[src/rtl/seg7_scan_driver.sv]
// seg7_scan_driver
//   Time-multiplexed driver for N_DIGITS common-anode 7-segment digits.
//   A load strobe captures a packed nibble word and per-digit decimal points
//   into shadow registers. A prescaler divides clk into slots of DIV cycles.
//   Each slot lights one digit, and the first GUARD cycles of every slot keep
//   all anodes dark to prevent ghosting. Leading zeros can be blanked.
// Ports
//   clk        system clock, rising edge
//   rst        asynchronous active-high reset
//   value_in   packed nibbles, [3:0] is digit 0 (rightmost)
//   dp_in      decimal point request per digit, active-high
//   load       capture value_in / dp_in into the shadow registers
//   blank_en   enable leading-zero blanking
//   seg_out    segments a..g (index 0 = a), active-low, registered
//   dp_out     decimal point, active-low, registered
//   an_out     anode enables, active-low, at most one low, registered
//   digit_idx  index of the digit currently being scanned
module seg7_scan_driver #(
    parameter int unsigned N_DIGITS   = 4,
    parameter int unsigned CLK_HZ     = 50_000_000,
    parameter int unsigned REFRESH_HZ = 1000,
    parameter int unsigned GUARD      = 2,
    parameter int unsigned HEX_EN     = 1
) (
    input  logic                          clk,
    input  logic                          rst,
    input  logic [4*N_DIGITS-1:0]         value_in,
    input  logic [N_DIGITS-1:0]           dp_in,
    input  logic                          load,
    input  logic                          blank_en,
    output logic [0:6]                    seg_out,
    output logic                          dp_out,
    output logic [N_DIGITS-1:0]           an_out,
    output logic [$clog2(N_DIGITS)-1:0]   digit_idx
);

    localparam int unsigned DIV   = CLK_HZ / REFRESH_HZ;
    localparam int unsigned PW    = $clog2(DIV);
    localparam int unsigned IDX_W = $clog2(N_DIGITS);
    localparam int unsigned VW    = 4 * N_DIGITS;

    localparam logic [PW-1:0]    PRESC_LAST = PW'(DIV - 1);
    localparam logic [PW-1:0]    GUARD_P    = PW'(GUARD);
    localparam logic [IDX_W-1:0] IDX_LAST   = IDX_W'(N_DIGITS - 1);

    logic [VW-1:0]       shadow_q, shadow_d;
    logic [N_DIGITS-1:0] dp_sh_q, dp_sh_d;
    logic [PW-1:0]       presc_q, presc_d;
    logic [IDX_W-1:0]    idx_q, idx_d;
    logic [0:6]          seg_q, seg_d;
    logic                dpo_q, dpo_d;
    logic [N_DIGITS-1:0] an_q, an_d;

    logic                tick_c;
    logic                guard_c;
    logic                blank_c;
    logic                run_zero;
    logic [N_DIGITS-1:0] zero_sfx;
    logic [3:0]          nib_c;

    // Active-low abcdefg pattern for one nibble
    function automatic logic [0:6] seg_decode(input logic [3:0] nib);
        logic [0:6] s;
        s = 7'b1111111;
        case (nib)
            4'h0: s = 7'b0000001;
            4'h1: s = 7'b1001111;
            4'h2: s = 7'b0010010;
            4'h3: s = 7'b0000110;
            4'h4: s = 7'b1001100;
            4'h5: s = 7'b0100100;
            4'h6: s = 7'b0100000;
            4'h7: s = 7'b0001111;
            4'h8: s = 7'b0000000;
            4'h9: s = 7'b0000100;
            4'hA: s = 7'b0001000;
            4'hB: s = 7'b1100000;
            4'hC: s = 7'b0110001;
            4'hD: s = 7'b1000010;
            4'hE: s = 7'b0110000;
            4'hF: s = 7'b0111000;
        endcase
        if ((HEX_EN == 0) && (nib > 4'd9)) begin
            s = 7'b1111110;
        end
        return s;
    endfunction

    // Next-state: shadow capture, prescaler/digit scan, registered outputs
    always_comb begin
        shadow_d = shadow_q;
        dp_sh_d  = dp_sh_q;
        presc_d  = presc_q;
        idx_d    = idx_q;
        zero_sfx = '0;
        run_zero = 1'b1;

        if (load) begin
            shadow_d = value_in;
            dp_sh_d  = dp_in;
        end

        tick_c = (presc_q == PRESC_LAST);
        if (tick_c) begin
            presc_d = '0;
            idx_d   = (idx_q == IDX_LAST) ? '0 : idx_q + IDX_W'(1);
        end else begin
            presc_d = presc_q + PW'(1);
        end

        // zero_sfx[i]: nibbles i..N_DIGITS-1 are all zero
        for (int i = int'(N_DIGITS) - 1; i >= 0; i--) begin
            run_zero    = run_zero && (shadow_q[4*i +: 4] == 4'h0);
            zero_sfx[i] = run_zero;
        end

        guard_c = (presc_q < GUARD_P);
        blank_c = blank_en && (idx_q != '0) && zero_sfx[idx_q];
        nib_c   = shadow_q[4*int'(idx_q) +: 4];

        an_d  = (guard_c || blank_c) ? '1 : ~(N_DIGITS'(1) << idx_q);
        seg_d = blank_c ? 7'b1111111 : seg_decode(nib_c);
        dpo_d = (guard_c || blank_c) ? 1'b1 : ~dp_sh_q[idx_q];
    end

    // State and output registers
    always_ff @(posedge clk or posedge rst) begin
        if (rst) begin
            shadow_q <= '0;
            dp_sh_q  <= '0;
            presc_q  <= '0;
            idx_q    <= '0;
            seg_q    <= 7'b1111111;
            dpo_q    <= 1'b1;
            an_q     <= '1;
        end else begin
            shadow_q <= shadow_d;
            dp_sh_q  <= dp_sh_d;
            presc_q  <= presc_d;
            idx_q    <= idx_d;
            seg_q    <= seg_d;
            dpo_q    <= dpo_d;
            an_q     <= an_d;
        end
    end

    assign seg_out   = seg_q;
    assign dp_out    = dpo_q;
    assign an_out    = an_q;
    assign digit_idx = idx_q;

endmodule

[config.mk]
export PLATFORM = sky130hd
export DESIGN_NAME = seg7_scan_driver
export DESIGN_NICKNAME = d
export VERILOG_FILES = /design/src/rtl/seg7_scan_driver.sv
export SDC_FILE = /design/constraint.sdc
export NUM_CORES = 1
export LEC_CHECK = 0
export BUFFER_PORTS_ARGS = -buffer_cell sky130_fd_sc_hd__buf_2
export CAP_MARGIN = 25
export CORE_MARGIN = 1.5
export CORE_UTILIZATION = 34
export CTS_CLUSTER_DIAMETER = 200
export DETAILED_ROUTE_END_ITERATION = 10
export PLACE_DENSITY = 0.53
export SYNTH_ARGS = -nofsm -noshare
export SYNTH_HDL_FRONTEND = slang
export SYNTH_SLANG_ARGS = --single-unit
[constraint.sdc]
create_clock -name clk -period 2.9 [get_ports clk]
set_input_delay 0.87 -clock clk [delete_from_list [all_inputs] [get_ports clk]]
set_output_delay 0.87 -clock clk [all_outputs]
set_load 0.01 [all_outputs]
# Word-level counts from Yosys, hierarchy flattened

Memories as Yosys holds them, arrays and structs flattened.
Cells that the tools add are included.

Output and inout bits: 14
Bits in read-only memories: 112
Word-level logic and storage cells: 38
Memories: 1
Register bits after elaboration: 50
Input port bits: 24

Memory list:

| memory          | depth | bits a word | rd ports | clocked after memory_dff | wr ports | RTL line | RTL |
|---|---|---|---|---|---|---|---|
| (no name shown) | 16    | 7           | 1        | 0                        | 0        | 65       | `case (nib)` |

$lt $le $gt $ge: 2
Equality and inequality tests: 2
Muxes and demuxes: 9
Bitwise operators: 2
Shifts and indexed selects: 2
Reduce and logical (&&, ||, !) cells: 11
Add/sub/neg operators: 2

Operator list:

| cell                                                 | number |
|---|---|
| adder 16 x 1 -> 16 bit (second input constant)       | 1 |
| equality test 16 bit (second input constant)         | 1 |
| logical NOT 4 bit                                    | 4 |
| < comparator 16 x 2 -> 1 bit (second input constant) | 1 |
| 2-to-1 mux 16 bit                                    | 1 |
| indexed part select 16 x 5 -> 4 bit                  | 1 |
| 2-to-1 mux 7 bit                                     | 1 |
| logical AND 1 bit                                    | 5 |
| binary-select mux 1 bit (select 2 bit)               | 2 |
| 2-to-1 mux 4 bit                                     | 1 |
| NOT 4 bit                                            | 1 |
| << shifter 1 x 2 -> 4 bit (first input constant)     | 1 |
| < comparator 2 x 3 -> 1 bit (second input constant)  | 1 |
| 2-to-1 mux 1 bit                                     | 3 |
| adder 2 x 1 -> 2 bit (second input constant)         | 1 |
| equality test 2 bit (second input constant)          | 1 |
| 2-to-1 mux 2 bit                                     | 1 |
| nonzero test 2 bit                                   | 1 |
| logical OR 1 bit                                     | 1 |
| NOT 1 bit                                            | 1 |

# Logic depth before layout (Yosys ltp)

Gate-level depths: netlist of the first run.

Depth after elaboration: 9
Depth in mapped cells: 8

# Least setup slack after synthesis of the first run

OpenSTA, ideal clock, no wires.

Path type: register -> register
Start: register idx_q[0] (netlist: digit_idx[0])
End: register seg_q, in the netlist seg_out[3]
Path buffers: 1
Stages on the path, launching flop included: 9
Path slack: 791 ps
Period minus slack after synthesis: 2109 ps
Data arrival time: 2048 ps
Cell sequence: dfrtp_1 -> buf_4 -> mux4_2 -> inv_1 -> ha_1 -> nor2_4 -> a21oi_1 -> mux2_2 -> nand2_1

Cells in the longest elaborated chain, start to end: 4
Elaborated cells on any way between the ends: 8
Classes of those cells: shift: 1; mux: 3; reduce/logical: 3; memory: 1

RTL lines:

| item                                                                             | RTL line | RTL |
|---|---|---|
| from (decl)                                                                      | 49       | `logic [IDX_W-1:0] idx_q, idx_d;` |
| from (signal assigned)                                                           | 140      | `idx_q <= idx_d;` |
| parallel branches: the longest is 3 deep, another holds memory read (16 x 7 bit) | --       |  |
| 2-to-1 mux 7 bit *                                                               | 122      | `seg_d = blank_c ? 7'b1111111 : seg_decode(nib_c);` |
| net seg_d, one bit                                                               | 50       | `logic [0:6] seg_q, seg_d;` |
| to (signal assigned)                                                             | 141      | `seg_q <= seg_d;` |
| to (decl)                                                                        | 50       |  |

Mark *: on every way through the listed nets, which the timed path passes. The select of a mux whose other input is x is not followed.
A chain may end at the register's enable or synchronous reset.

# Worst setup path after layout of the first run

Start: register idx_q[0] (netlist: digit_idx[0])
End: register an_q[3] (netlist: an_out[3])

Cells in the longest elaborated chain, start to end: 5
Elaborated cells on any way between the ends: 9
Classes of those cells: shift: 1; mux: 3; bitwise: 1; reduce/logical: 4

RTL lines:

| item                                                                         | RTL line | RTL |
|---|---|---|
| binary-select mux 1 bit (select 2 bit) or nonzero test 2 bit (tied branches) | 118      | `blank_c = blank_en && (idx_q != '0) && zero_sfx[idx_q];` |
| 2-to-1 mux 1 bit (not written as such) or logical AND 1 bit (tied branches)  | 118      |  |
| logical AND 1 bit                                                            | 118      |  |
| logical OR 1 bit                                                             | 121      | `an_d = (guard_c \|\| blank_c) ? '1 : ~(N_DIGITS'(1) << idx_q);` |
| 2-to-1 mux 4 bit *                                                           | 121      |  |
| net an_d[3]                                                                  | 52       | `logic [N_DIGITS-1:0] an_q, an_d;` |
| to (signal assigned)                                                         | 143      | `an_q <= an_d;` |
| to (decl)                                                                    | 52       |  |

The timed path passes the listed nets; every way through them passes the cells marked *. The select of a mux whose other input is x is not followed.

==> results of run 1 <==
## cells by family (layout without fill, tap and decap cells)
logic type	Yosys count	after routing	synth area share, %
DFF	50	50	50.70
adders and majority gates	11	11	5.511
muxes	33	33	16.33
buffers and inverters	12	52	2.605
and+or+nand+nor	66	66	13.93
xor gates and xnor gates	15	15	5.261
AOI/OAI and AO/OA	22	22	5.662
## power breakdown
group	internal (mW)	switching, mW	total [mW]
Combinational	0.0950	0.0975	0.193
Clock	0.171	0.232	0.403
Sequential	0.756	0.0287	0.785
## worst max-delay path, stage by stage, from the launching register on
cell                      delay, ns
sky130_fd_sc_hd__dfrtp_1       0.70
sky130_fd_sc_hd__inv_1         0.26
sky130_fd_sc_hd__ha_1          0.30
sky130_fd_sc_hd__nor4b_1       0.32
sky130_fd_sc_hd__nand2_1       0.09
sky130_fd_sc_hd__a211o_1       0.36
sky130_fd_sc_hd__o21a_1        0.21
sky130_fd_sc_hd__nand2_1       0.09
## stage by stage
step / power [mW] / utilization, %
after global routing: 1.450 / 39.88
after floorplan: 0.9297 / -
after global placement: 0.9939 / 38.67
after detailed placement: 0.9943 / 38.67
after CTS: 1.400 / 39.88
final: 1.380 / 39.88
## per-layer routing
layer  vias to the layer above  share of wire [%]  wire length, um  GRT usage (%)
met5                         -                  0                0              0
met4                         0                2.0               95          4.972
met3                         8                4.5              215          3.265
met2                        38                 42             2016          18.32
met1                       814                 52             2488          19.48
li1                        829                  -                -              -
## state kept, by name (all words and copies together) (netlist names)
register,flops
seg_out,7
dp_out,1
an_out,4
digit_idx,2
dp_sh_q,4
shadow_q,16
presc_q,16
## area by class of cell
class | count | area (sq um) | area share, %
flip-flops and latches | 50 | 1266 | 44.25
multi-input cells | 147 | 1166 | 40.75
repair buffers | 39 | 200.2 | 6.996
well taps | 99 | 123.9 | 4.329
clock buffers | 6 | 72.57 | 2.536
inverters | 5 | 18.77 | 0.6559
clock inverters | 2 | 13.76 | 0.4810
## cell usage after synthesis
library cell               count
sky130_fd_sc_hd__o21a_1        1
sky130_fd_sc_hd__nand2_2       1
sky130_fd_sc_hd__a211oi_1      1
sky130_fd_sc_hd__o21ai_0       6
sky130_fd_sc_hd__inv_2         1
sky130_fd_sc_hd__nor2_1       12
sky130_fd_sc_hd__mux4_2        4
sky130_fd_sc_hd__nor4_1        6
sky130_fd_sc_hd__dfrtp_1      38
sky130_fd_sc_hd__dfstp_2      12
sky130_fd_sc_hd__nor3b_1       1
sky130_fd_sc_hd__a211o_1       2
sky130_fd_sc_hd__and3_1        4
sky130_fd_sc_hd__ha_1         11
sky130_fd_sc_hd__mux2i_1       7
sky130_fd_sc_hd__nor4b_1       1
sky130_fd_sc_hd__buf_4         1
sky130_fd_sc_hd__inv_1         4
sky130_fd_sc_hd__o311ai_1      1
sky130_fd_sc_hd__buf_2         1
sky130_fd_sc_hd__and4_1        3
sky130_fd_sc_hd__o221ai_1      1
sky130_fd_sc_hd__nand3_1       9
sky130_fd_sc_hd__o22ai_1       1
sky130_fd_sc_hd__o311ai_0      2
sky130_fd_sc_hd__buf_6         2
sky130_fd_sc_hd__a21oi_1       6
sky130_fd_sc_hd__nor2_4        1
sky130_fd_sc_hd__nand2b_1      1
sky130_fd_sc_hd__xnor2_1       7
sky130_fd_sc_hd__nor3_1        2
sky130_fd_sc_hd__nand2_1      21
sky130_fd_sc_hd__mux2_2       22
sky130_fd_sc_hd__nor4_4        1
sky130_fd_sc_hd__or3_1         1
sky130_fd_sc_hd__a21boi_0      1
sky130_fd_sc_hd__clkbuf_1      3
sky130_fd_sc_hd__xor2_1        8
sky130_fd_sc_hd__nand4_1       1
sky130_fd_sc_hd__nor2b_1       1
## cells in the final DEF (no fill, tap or decap), types with 7 or more instances in the layout
cell and n:
sky130_fd_sc_hd__dfstp_2 12, sky130_fd_sc_hd__mux2_2 22, sky130_fd_sc_hd__dfrtp_1 38, sky130_fd_sc_hd__xor2_1 8, sky130_fd_sc_hd__mux2i_1 7, sky130_fd_sc_hd__nand2_1 21, sky130_fd_sc_hd__nor2_1 12, sky130_fd_sc_hd__nand3_1 9
sky130_fd_sc_hd__buf_2 37, sky130_fd_sc_hd__xnor2_1 7, sky130_fd_sc_hd__ha_1 11
## worst min-delay path by stage
stage	from	end	slack, ns	depth (start not counted)
detailed placement	presc_q[0]	presc_q[0]	0.45	1
global route	presc_q[0]	presc_q[0]	0.49	1
floorplan	presc_q[0]	presc_q[0]	0.42	1
CTS	presc_q[0]	presc_q[0]	0.46	1
global placement	presc_q[0]	presc_q[0]	0.44	1
finish	presc_q[0]	presc_q[0]	0.46	1
==> summary.txt, run 1 <==
STA
  • Setup_tns: 0 ns
  • Final number of setup-violating endpoints: 0
  • Final count of pins violating max slew: 0
  • Slew at the pin closest to its max-slew limit: 0.7520 ns
  • Final worst-path cycle share: 82.28%
  • Final-report hold violation count: 0
  • Final critical-path setup slack: 0.5138 ns
  • Setup repair after global routing missed its margin: no
  • Final setup skew: 0.01222 ns
  • Worst slew margin: 49.49%
  • Maximum operating frequency: 419.1 MHz
  • Crit path time final: 2.386 ns
  • Post-Route Hold Slack: 0.4594 ns

Critical path
  • Worst R2R Start: digit_idx[0]
  • Crit Path Category: register to register
  • Arr. time, crit path: 2.62 ns
  • Element type at the critical path end: register
  • Path depth of the worst reg2reg path: 7
  • Critical-path maximum fanout: 14
  • Required time of the critical path: 3.14 ns
  • Flop2flop setup slack: 0.51 ns
  • Worst setup path start: digit_idx[0]
  • Capturing point of the worst reg2reg path: an_out[3]
  • Worst setup path endpoint: an_out[3]
  • Crit start category: register

Finish
  • Design area: 2861 sq um
  • Number of diodes added for antenna fixing: 0
  • Area delta synth->final: 14.58%
  • Fraction of final layout cells sized beyond drive strength 1: 35.74%
  • Non-filler cells, final: 348
  • Layout Nets: 283
  • Number of inserted filler cells in the final layout: 696

Route
  • Total Routed Length: 4815 um
  • Average via count per standard cell: 4.853
  • Number of optimization iterations in the first detailed-route pass: 4
  • Number of design-rule violations left by the first detailed-router iteration: 65
  • Number of nets with antenna violations after detailed routing: 0
  • Wire per inst: 13.84 um
  • Vias: 1689
  • DRC violation count after routing: 0

Placed design
  • Area post-placement: 2775 sq um
  • Pre-CTS setup slack: 0.5122 ns
  • Total placed cells including tap cells: 340
  • Final HPWL from detailed placement: 3593 um
  • Port Buf Inserts: 37
  • Placer Congestion: 0.7737

Logic synthesis
  • Most area-hungry cell type in the Yosys netlist: sky130_fd_sc_hd__dfrtp_1
  • Library cells used by synthesis: 40
  • Number of standard cells after synthesis: 209
  • Largest cells by area after synthesis: sky130_fd_sc_hd__dfrtp_1 38%, sky130_fd_sc_hd__dfstp_2 13%, sky130_fd_sc_hd__mux2_2 9.9%, sky130_fd_sc_hd__ha_1 5.5%, sky130_fd_sc_hd__mux4_2 3.6%
  • Synthesized Nets: 244
  • Number of synthesized register bits: 50
  • Area fraction of the dominant cell type after synthesis: 38.08%
  • Share of synthesized area occupied by flip-flops and latches: 50.70%
  • Number of warnings reported in the yosys synthesis log: 0
  • Netlist area before placement: 2497 sq um
  • Synth Area per Inst: 11.95 sq um

Power
  • Worst IR drop on VDD: 0.1810 mV
  • Leakage component of the power: 1.280 nW
  • Cell Pwr Density: 482.4 nW/um^2

Clocking
  • Reg clk slew, reported paths: 0.08 ns
  • Quantity of gates resized following cts: 0
  • Cell chosen for the clock root: sky130_fd_sc_hd__clkbuf_8
  • # hold bufs at CTS: 0
  • Clock sink count: 50
  • Setup Buffers After CTS: 0
  • CTS tree: done
  • Latest clock arrival within the worst-skew pair: 0.30 ns
  • Number of buffers created by CTS: 5
  • Buffers from clock root to sink, at most: 2
  • Maximum level of the CTS H-tree: 2

Flow run
  • Max Cap Violations: 0

Global route
  • Largest net degree at the start of global routing: 21
  • Via count of the first global-routing pass: 1585
  • Global-route usage over all layers: 13.13%
  • Antenna violations before repair: 0
  • Congestion Overflow GR: 0
  • First-pass GRT wire length: 7893 um

Hold path
  • Min-Delay Path Class: register to register

Floorplan
  • Starting utilization of the core area: 34.80%
  • I/O pin cnt: 38
  • Die width: 88.71 um
  • Die area: 7869 sq um
  • Core Box Area: 7176 sq um
  • Height of the die: 88.71 um
  • Row cnt: 31

Outcome
  • Outcome: completed
Note: power is estimated with default switching activity, not from simulation.
==> run 2, diff against run 1 <==
Clock period 2.9 ns to 2.2 ns, I/O delays scaled along.
==> run 2 against run 1 <==
Against the previous run: sequential share of layout area shrank 0.95 points; largest power group unchanged; clock skew grew 0.00073 ns; sequential power grew 31%; critical endpoint is now seg_out[0]; highest routed layer unchanged.
==> summary.txt, run 2 (synthesis results as in run 1) <==
Global route
  • Via count of the first global-routing pass: 1607
  • Largest net degree at the start of global routing: 51
  • Congestion Overflow GR: 0
  • Antenna violations before repair: 0
  • Global-route usage over all layers: 14.01%
  • First-pass GRT wire length: 8349 um

Route
  • Number of optimization iterations in the first detailed-route pass: 4
  • Total Routed Length: 4912 um
  • Average via count per standard cell: 4.793
  • Number of design-rule violations left by the first detailed-router iteration: 110
  • Wire per inst: 13.92 um
  • DRC violation count after routing: 0
  • Vias: 1692
  • Number of nets with antenna violations after detailed routing: 0

STA
  • Final-report hold violation count: 0
  • Setup_tns: 0 ns
  • Final worst-path cycle share: 91.51%
  • Worst slew margin: 68.07%
  • Setup repair after global routing missed its margin: no
  • Post-Route Hold Slack: 0.3750 ns
  • Final critical-path setup slack: 0.1867 ns
  • Final count of pins violating max slew: 0
  • Final number of setup-violating endpoints: 0
  • Slew at the pin closest to its max-slew limit: 0.4656 ns
  • Final setup skew: 0.01296 ns
  • Crit path time final: 2.013 ns
  • Maximum operating frequency: 496.7 MHz

Finish
  • Number of inserted filler cells in the final layout: 697
  • Number of diodes added for antenna fixing: 0
  • Fraction of final layout cells sized beyond drive strength 1: 37.40%
  • Design area: 2924 sq um
  • Most common library cell in the layout ignoring fill and taps: sky130_fd_sc_hd__dfrtp_1
  • Layout Nets: 288
  • Final core utilization: 40.75%
  • Area delta synth->final: 17.08%
  • Top library cells by usage in the layout, fill and taps aside: 38 x sky130_fd_sc_hd__dfrtp_1, 37 x sky130_fd_sc_hd__buf_2, 22 x sky130_fd_sc_hd__mux2_2

Floorplan
  • Starting utilization of the core area: 34.80%
  • Die area: 7869 sq um
  • Height of the die: 88.71 um
  • Die width: 88.71 um
  • Row cnt: 31
  • Core Box Area: 7176 sq um
  • I/O pin cnt: 38

Clocking
  • Clock sink count: 50
  • CTS tree: done
  • Maximum level of the CTS H-tree: 2
  • Number of buffers created by CTS: 5
  • Buffers from clock root to sink, at most: 2
  • Cell chosen for the clock root: sky130_fd_sc_hd__clkbuf_8
  • Latest clock arrival within the worst-skew pair: 0.31 ns
  • Reg clk slew, reported paths: 0.10 ns

Critical path
  • Kind of cell adding the most delay to the critical path: multiplexers
  • Cells along the critical path: mux4_2 -> inv_1 -> ha_1 -> nor3_1 -> a211oi_1 -> a21oi_1 -> o21ai_0
  • Capturing point of the worst reg2reg path: seg_out[0]
  • Max stage delay on crit path: 0.58 ns
  • Crit start category: register
  • Required time of the critical path: 2.42 ns
  • Number of buffers and inverters on the critical path: 1
  • Critical-path maximum fanout: 4
  • Cell at the slowest stage of the critical path: sky130_fd_sc_hd__mux4_2
  • CP Depth: 7
  • Worst R2R Start: digit_idx[0]
  • Flop2flop setup slack: 0.19 ns
  • Arr. time, crit path: 2.23 ns
  • Element type at the critical path end: register
  • Crit Path Category: register to register
  • Path depth of the worst reg2reg path: 7

Outcome
  • Outcome: completed

Placed design
  • Final HPWL from detailed placement: 3553 um
  • Pre-CTS setup slack: 0.2012 ns
  • Placer Congestion: 0.7746
  • Port Buf Inserts: 37
  • Area post-placement: 2818 sq um

Power
  • Cell Pwr Density: 642.2 nW/um^2
  • Worst IR drop on VDD: 0.2247 mV
  • Leakage component of the power: 1.313 nW

Hold path
  • Min-Delay Path Class: input port to async pin

Flow run
  • Max Cap Violations: 0
[run 2: changes by cell type in the layout (fill, tap and decap cells not counted)]
cell	delta
sky130_fd_sc_hd__clkinv_4	-1
sky130_fd_sc_hd__clkbuf_8	+1
sky130_fd_sc_hd__buf_12	+1
sky130_fd_sc_hd__clkinvlp_4	+1
sky130_fd_sc_hd__clkbuf_1	-1
sky130_fd_sc_hd__clkinv_2	-1
sky130_fd_sc_hd__buf_4	+4
sky130_fd_sc_hd__inv_6	+1
[run 2: area by class of cell]
cell class / count / area, sq um / area share (%)
Tap cell: 99 / 123.9 / 4.236
Multi-Input combinational cell: 147 / 1166 / 39.88
Inverter: 5 / 18.77 / 0.6418
Timing Repair Buffer: 44 / 250.2 / 8.558
Clock inverter: 2 / 16.27 / 0.5563
Clock buffer: 6 / 82.58 / 2.824
Sequential cell: 50 / 1266 / 43.30
[run 2: worst max path at each step]
stage	start	end	slack (ns)
finish	digit_idx[0]	seg_out[0]	0.19
CTS	digit_idx[0]	seg_out[0]	0.17
floorplan	digit_idx[0]	seg_out[3]	0.09
detailed placement	digit_idx[0]	seg_out[0]	0.20
global route	digit_idx[0]	seg_out[0]	0.009
global placement	digit_idx[0]	seg_out[3]	0.28
[run 2: worst register-to-register path, stage by stage, from the launching register on]
cell,delay (ns)
sky130_fd_sc_hd__dfrtp_1,0.44
sky130_fd_sc_hd__mux4_2,0.58
sky130_fd_sc_hd__inv_1,0.15
sky130_fd_sc_hd__ha_1,0.21
sky130_fd_sc_hd__nor3_1,0.07
sky130_fd_sc_hd__a211oi_1,0.23
sky130_fd_sc_hd__a21oi_1,0.07
sky130_fd_sc_hd__o21ai_0,0.18
[run 2: layer usage]
metal	track usage [%]	up-vias	wire length [um]
met5	0	-	0
met4	4.688	0	70
met2	19.70	33	2095
met1	21.11	817	2576
met3	3.172	7	170
li1	-	835	-
[run 2: metrics by stage]
step	power, mW	cells
finish	1.878	353
global route	1.980	353
CTS	1.899	352
detailed placement	1.317	344
global placement	1.314	344
floorplan	1.226	209
[run 2: power breakdown]
part	switching, mW	internal, mW	total (mW)
combinational	0.134	0.131	0.265
clock	0.319	0.259	0.579
sequential	0.0368	0.997	1.03
total	0.490	1.39	1.88
[run 2: timing repair]
item / CTS / global route
hold buffers: 0 / 0
gates resized for setup: 0 / 0
setup buffers: 0 / 1
endpoints found under the setup margin: 0 / 1
